**config.mk**
```make
export PLATFORM = sky130hd
export DESIGN_NAME = cpu_run_ctrl
export DESIGN_NICKNAME = d
export VERILOG_FILES = /design/src/rtl/cpu_ctrl_pkg.sv /design/src/rtl/cpu_run_ctrl_sat_counter.sv /design/src/rtl/cpu_run_ctrl.sv
export SDC_FILE = /design/constraint.sdc
export NUM_CORES = 1
export LEC_CHECK = 0
export ABC_CLOCK_PERIOD_IN_PS = 4000
export BUFFER_PORTS_ARGS = -buffer_cell sky130_fd_sc_hd__clkbuf_2
export CAP_MARGIN = 20
export CORE_ASPECT_RATIO = 1.75
export CORE_UTILIZATION = 56
export CTS_BUF_LIST = sky130_fd_sc_hd__clkbuf_4 sky130_fd_sc_hd__clkbuf_8 sky130_fd_sc_hd__clkbuf_16
export DETAILED_ROUTE_END_ITERATION = 8
export PLACE_DENSITY = 0.77
export REMOVE_ABC_BUFFERS = 1
export SYNTH_ARGS = -nofsm -noshare
export SYNTH_HDL_FRONTEND = slang
export SYNTH_SLANG_ARGS = --single-unit
```
**constraint.sdc**
```tcl
create_clock -name clk -period 4 [get_ports clk]
set_clock_uncertainty 0.15 [all_clocks]
set_input_delay 0.8 -clock clk [delete_from_list [all_inputs] [get_ports clk]]
set_output_delay 0.8 -clock clk [all_outputs]
set_load 0.1 [all_outputs]
```
**src/rtl/cpu_ctrl_pkg.sv**
```systemverilog
// Shared definitions for the cpu run/halt sequencer: state encoding and defaults.
// Purely declarative; no logic, no latency, no flow control.
package cpu_ctrl_pkg;

    localparam int STATE_W = 3;
    localparam int unsigned DEF_CYCLES_LIMIT = 100000;

    typedef enum logic [STATE_W-1:0] {
        ST_IDLE    = 3'd0,
        ST_RESET   = 3'd1,
        ST_RUN     = 3'd2,
        ST_CONFIRM = 3'd3,
        ST_DONE    = 3'd4,
        ST_TIMEOUT = 3'd5
    } state_t;

    function automatic logic is_busy(input state_t s);
        return (s == ST_RESET) || (s == ST_RUN) || (s == ST_CONFIRM);
    endfunction

endpackage

```
**src/rtl/cpu_run_ctrl_sat_counter.sv**
```systemverilog
// Saturating up-counter with synchronous clear; clear wins over enable.
// One-edge update latency; o_cnt_inc is the combinational post-increment value.
module sat_counter #(
    parameter int unsigned W = 32
) (
    input  logic         clk,
    input  logic         rst,
    input  logic         i_clr,
    input  logic         i_en,
    output logic [W-1:0] o_cnt,
    output logic [W-1:0] o_cnt_inc
);

    logic [W-1:0] r_cnt;

    assign o_cnt_inc = (&r_cnt) ? r_cnt : r_cnt + W'(1);
    assign o_cnt     = r_cnt;

    always_ff @(posedge clk) begin
        if (rst) begin
            r_cnt <= '0;
        end else if (i_clr) begin
            r_cnt <= '0;
        end else if (i_en) begin
            r_cnt <= o_cnt_inc;
        end
    end

endmodule

```
**src/rtl/cpu_run_ctrl.sv**
```systemverilog
// Run/halt sequencer for the cpu core: reset hold, run-cycle count, debounced halt, timeout.
// All outputs registered from the next state (change on the state edge); start ignored while busy.
module cpu_run_ctrl
    import cpu_ctrl_pkg::*;
#(
    parameter int unsigned RST_CYCLES   = 2,
    parameter int unsigned CYCLES_LIMIT = DEF_CYCLES_LIMIT,
    parameter int unsigned HALT_CONFIRM = 2,
    parameter int unsigned CNT_W        = 32
) (
    input  logic             clk,
    input  logic             rst,
    input  logic             start,
    input  logic             cpu_hlt,
    input  logic [15:0]      cpu_pc,
    output logic             cpu_rst_n,
    output logic             busy,
    output logic             done,
    output logic             timeout,
    output logic [CNT_W-1:0] cycles,
    output logic [15:0]      final_pc
);

    localparam logic [7:0]       RST_LAST = 8'(RST_CYCLES - 1);
    localparam logic [3:0]       CFM_LAST = 4'(HALT_CONFIRM - 1);
    localparam logic [CNT_W-1:0] LIMIT    = CNT_W'(CYCLES_LIMIT);

    state_t           r_state;
    state_t           w_state_nxt;
    logic [7:0]       r_rst_cnt;
    logic [7:0]       w_rst_cnt_nxt;
    logic [3:0]       r_cfm_cnt;
    logic [3:0]       w_cfm_cnt_nxt;
    logic             w_cyc_clr;
    logic             w_cyc_en;
    logic             w_limit;
    logic             w_pc_latch;
    logic [CNT_W-1:0] w_cyc_inc;
    logic             r_cpu_rst_n;
    logic             r_busy;
    logic             r_done;
    logic             r_timeout;
    logic [15:0]      r_final_pc;

    sat_counter #(
        .W(CNT_W)
    ) u_cycles (
        .clk       (clk),
        .rst       (rst),
        .i_clr     (w_cyc_clr),
        .i_en      (w_cyc_en),
        .o_cnt     (cycles),
        .o_cnt_inc (w_cyc_inc)
    );

    // Greater-or-equal keeps a run that crossed the limit inside CONFIRM from running forever.
    assign w_limit = (w_cyc_inc >= LIMIT);

    always_comb begin
        w_state_nxt   = r_state;
        w_rst_cnt_nxt = r_rst_cnt;
        w_cfm_cnt_nxt = r_cfm_cnt;
        w_cyc_clr     = 1'b0;
        w_cyc_en      = 1'b0;
        case (r_state)
            ST_IDLE, ST_DONE, ST_TIMEOUT: begin
                if (start) begin
                    w_state_nxt   = ST_RESET;
                    w_rst_cnt_nxt = '0;
                    w_cfm_cnt_nxt = '0;
                    w_cyc_clr     = 1'b1;
                end
            end
            ST_RESET: begin
                if (r_rst_cnt == RST_LAST) begin
                    w_state_nxt = ST_RUN;
                end else begin
                    w_rst_cnt_nxt = r_rst_cnt + 8'd1;
                end
            end
            ST_RUN: begin
                w_cyc_en = 1'b1;
                if (cpu_hlt) begin
                    if (HALT_CONFIRM == 1) begin
                        w_state_nxt = ST_DONE;
                    end else begin
                        w_state_nxt   = ST_CONFIRM;
                        w_cfm_cnt_nxt = 4'd1;
                    end
                end else if (w_limit) begin
                    w_state_nxt = ST_TIMEOUT;
                end
            end
            ST_CONFIRM: begin
                w_cyc_en = 1'b1;
                if (!cpu_hlt) begin
                    w_cfm_cnt_nxt = '0;
                    w_state_nxt   = w_limit ? ST_TIMEOUT : ST_RUN;
                end else if (r_cfm_cnt == CFM_LAST) begin
                    w_state_nxt = ST_DONE;
                end else begin
                    w_cfm_cnt_nxt = r_cfm_cnt + 4'd1;
                    if (w_limit) begin
                        w_state_nxt = ST_TIMEOUT;
                    end
                end
            end
            default: begin
                w_state_nxt = ST_IDLE;
            end
        endcase
    end

    assign w_pc_latch = is_busy(r_state) &&
                        ((w_state_nxt == ST_DONE) || (w_state_nxt == ST_TIMEOUT));

    always_ff @(posedge clk) begin
        if (rst) begin
            r_state     <= ST_IDLE;
            r_rst_cnt   <= '0;
            r_cfm_cnt   <= '0;
            r_cpu_rst_n <= 1'b0;
            r_busy      <= 1'b0;
            r_done      <= 1'b0;
            r_timeout   <= 1'b0;
            r_final_pc  <= '0;
        end else begin
            r_state     <= w_state_nxt;
            r_rst_cnt   <= w_rst_cnt_nxt;
            r_cfm_cnt   <= w_cfm_cnt_nxt;
            // Core stays released in DONE so its state can be inspected.
            r_cpu_rst_n <= (w_state_nxt == ST_RUN) || (w_state_nxt == ST_CONFIRM) ||
                           (w_state_nxt == ST_DONE);
            r_busy      <= is_busy(w_state_nxt);
            r_done      <= (w_state_nxt == ST_DONE);
            r_timeout   <= (w_state_nxt == ST_TIMEOUT);
            if (w_pc_latch) begin
                r_final_pc <= cpu_pc;
            end
        end
    end

    assign cpu_rst_n = r_cpu_rst_n;
    assign busy      = r_busy;
    assign done      = r_done;
    assign timeout   = r_timeout;
    assign final_pc  = r_final_pc;

endmodule

```
==> results_dict.tcl <==
set metrics [dict create \
    cts_tree "yes" \
    synthCells 445 \
    cts.sinks 67 \
    h-tree-depth 3 \
    cp-start-kind "flip-flop" \
    ant_nets 0 \
    timing.fmax_mhz 273.0 \
    fin_cells 594 \
    clk_latency_ns 0.33 \
    fin_util 0.6748 \
    p_sw_frac 0.2310 \
    powerDensity_nw_per_um2 355.8 \
    ctsRootBufferMaster "clkbuf_16" \
    antenna_found_initial 0 \
    syn_avg_cell_area_um2 8.368 \
    num_antenna_cells 0 \
    synth_edf_count 0 \
    cts-resized-gates 0 \
    grt_use_total 0.2604 \
    num_vias 3399 \
    sequentialPowerShare 0.437 \
    seq_area_frac_synth 0.3602 \
    num-nets-final 532 \
    die_h_um 109.9 \
    clkSlewWorstSetupHoldPaths_ns 0.05 \
    cpPeakStageDelay_ns 0.63 \
    p_sw_uw 360.0 \
    post-cts-setup-buffers 0 \
    port_buffers 71 \
    rsz0062_at_grt "no" \
    critPathKind "flip-flop to flip-flop" \
    p_total_mw 1.558 \
    power.leakage_nw 1.831 \
    async_reset_ff_frac 0 \
    setup_viol 0 \
    start_util 0.5737 \
    drv_slew 0 \
    core-area_um2 6490 \
    worst_pin_slew_ns 0.8626 \
    grt_max_degree 39 \
    intPower_mw 1.198 \
    hold_buffers 0 \
    ys.flop_type "dfxtp_1" \
    worstPathCellList "ha_1 -> and4_1 -> nand3_1 -> nor4_2 -> o31ai_1 -> a221oi_2 -> nand4_2 -> o31ai_4 -> buf_4 -> mux2i_1 -> nor2_1" \
    drcViolationCount 0 \
    peakVddDrop_uv 231.0 \
    holdCritPathClass "flip-flop to flip-flop" \
    via_per_inst 5.722 \
    status "complete, no violations" \
    die_x_um 63.64 \
    place_area_um2 4075 \
    synth_area_um2 3724 \
    cpLargestDelayFamily "simple AND/OR/NAND/NOR gates" \
    dieArea_um2 6992 \
    drt_iter0_markers 172 \
    pwr-share-clk 0.505 \
    wire_per_inst_um 14.85 \
    cts_made_buffers 9 \
    fin_ws_ns 0.3373 \
    io_pins 72 \
    drive_gt1_frac 0.2324 \
    area_growth_syn_to_layout_pct 17.61 \
    grt_pass1_vias 3109 \
    hold_viol 0 \
    post-route-min-period_ns 3.663 \
    synth.distinct_cells 61 \
    min_period_over_period 0.9157 \
    wirelength_mm 8.819 \
    synth_warnings 0 \
    cp.required_ns 4.05 \
    relSlewSlack 0.4215 \
    dp_hpwl_mm 6.405 \
    cp.arrival_ns 3.71 \
    place_ws_ns 0.4195 \
    comb_power_share 0.058 \
    path_buf_inv 1 \
    grt_first_pass_wirelength_mm 14.12 \
    cap_viol_max_count 0 \
    final_area_um2 4379 \
    clock_path_buffers 2 \
    num_rows 39 \
    gp_congestion 0.9599 \
    synth-seq-cells 67 \
    end_kind "flip-flop" \
    critPathSlowestCell "nor4_2" \
    worstPathMaxFanout 16 \
    place_inst 578 \
    grt_overflow 0 \
    dr.pass1.iters 5 \
    hold_ws_ns 0.3446 \
    finalSetupTns_ns 0 \
]
metal layers:
| layer | GRT usage | vias up | routed length (um) |
|---|---|---|---|
| met5 | 0 | - | 0 |
| met1 | 0.2524 | 1577 | 3429 |
| met2 | 0.5023 | 110 | 4765 |
| li1 | - | 1687 | - |
| met3 | 0.04979 | 25 | 368 |
| met4 | 0.1477 | 0 | 256 |
path summary, 6_finish.rpt:
| kind | startpoint | endpoint | slack [ns] | cells past startpoint |
|---|---|---|---|---|
| max reg2reg | u_cycles.o_cnt[0] | final_pc[9] | 0.34 | 11 |
| min reg2reg | final_pc[5] | final_pc[5] | 0.34 | 2 |
| max | u_cycles.o_cnt[0] | final_pc[9] | 0.34 | 11 |
| min | final_pc[5] | final_pc[5] | 0.34 | 2 |
cell usage after synthesis, drive strengths merged (3+ instances only):
cell	number	area [um2]
a211oi	5	50.05
buf	12	83.83
dfxtp	67	1341
or3	6	42.54
nand3	22	110.1
a21oi	16	80.08
nand2	33	126.4
and2	6	37.54
and3	11	68.82
nor3	15	85.08
xor2	23	201.4
and4	8	72.57
o21ai	12	60.06
o31ai	3	36.28
inv	6	22.52
nor2	81	304.0
mux2i	21	210.2
nand2b	6	37.54
ha	5	62.56
xnor2	18	157.7
nor4	8	77.57
nor3b	3	22.52
clkbuf	11	43.79
or4	4	33.78
nand4	14	115.1
final cells by class:
type,count,area [um2]
multi-input combinational,347,2216
fill,547,2111
sequential,67,1341
timing repair buffer,76,392.9
clock buffer,10,239.0
tap,82,102.6
clock inverter,6,65.06
inverter,6,22.52
registers in the layout, indices dropped and copies added, names as in the netlist:
register and cells:
r_rst_cnt 8, cpu_rst_n 1, r_state 3, final_pc 16
done 1, r_cfm_cnt 4, u_cycles.o_cnt 32, busy 1
timeout 1
cell usage in the layout, fill, tap and decap left out, drive strengths merged, types with 11 or more instances in the layout:
master	instances
xor2	23
a21oi	16
nand3	22
nor3	15
nand2	33
and3	11
nor2	81
mux2i	21
dfxtp	67
xnor2	18
o21ai	12
nand4	14
clkbuf	81
worst register-to-register path, cell delays in order, from the launching register on:
cell and delay (ns):
dfxtp_1 0.41, ha_1 0.24, and4_1 0.33, nand3_1 0.22
nor4_2 0.63, o31ai_1 0.18, a221oi_2 0.29, nand4_2 0.23
o31ai_4 0.23, buf_4 0.31, mux2i_1 0.26, nor2_1 0.06
logic make-up (layout without fill, tap and decap cells):
| family | Yosys count | after routing | synth area share |
|---|---|---|---|
| and+or+nand+nor | 227 | 227 | 0.3253 |
| muxes | 21 | 21 | 0.05645 |
| DFF | 67 | 67 | 0.3602 |
| adders and majority gates | 5 | 5 | 0.01680 |
| xor gates and xnor gates | 41 | 41 | 0.09644 |
| AOI/OAI and AO/OA | 53 | 53 | 0.09913 |
| buffers and inverters | 31 | 98 | 0.04570 |
power by group through the flow:
stage          clock (mW)  combinational [mW]  sequential [mW]
6_report            0.787              0.0898            0.681
5_1_grt             0.828              0.0983            0.682
4_1_cts             0.805              0.0901            0.681
3_5_place_dp            0              0.0893            0.695
3_3_place_gp            0              0.0886            0.695
2_1_floorplan           0              0.0409            0.712
(Power assumes the default switching activity.)
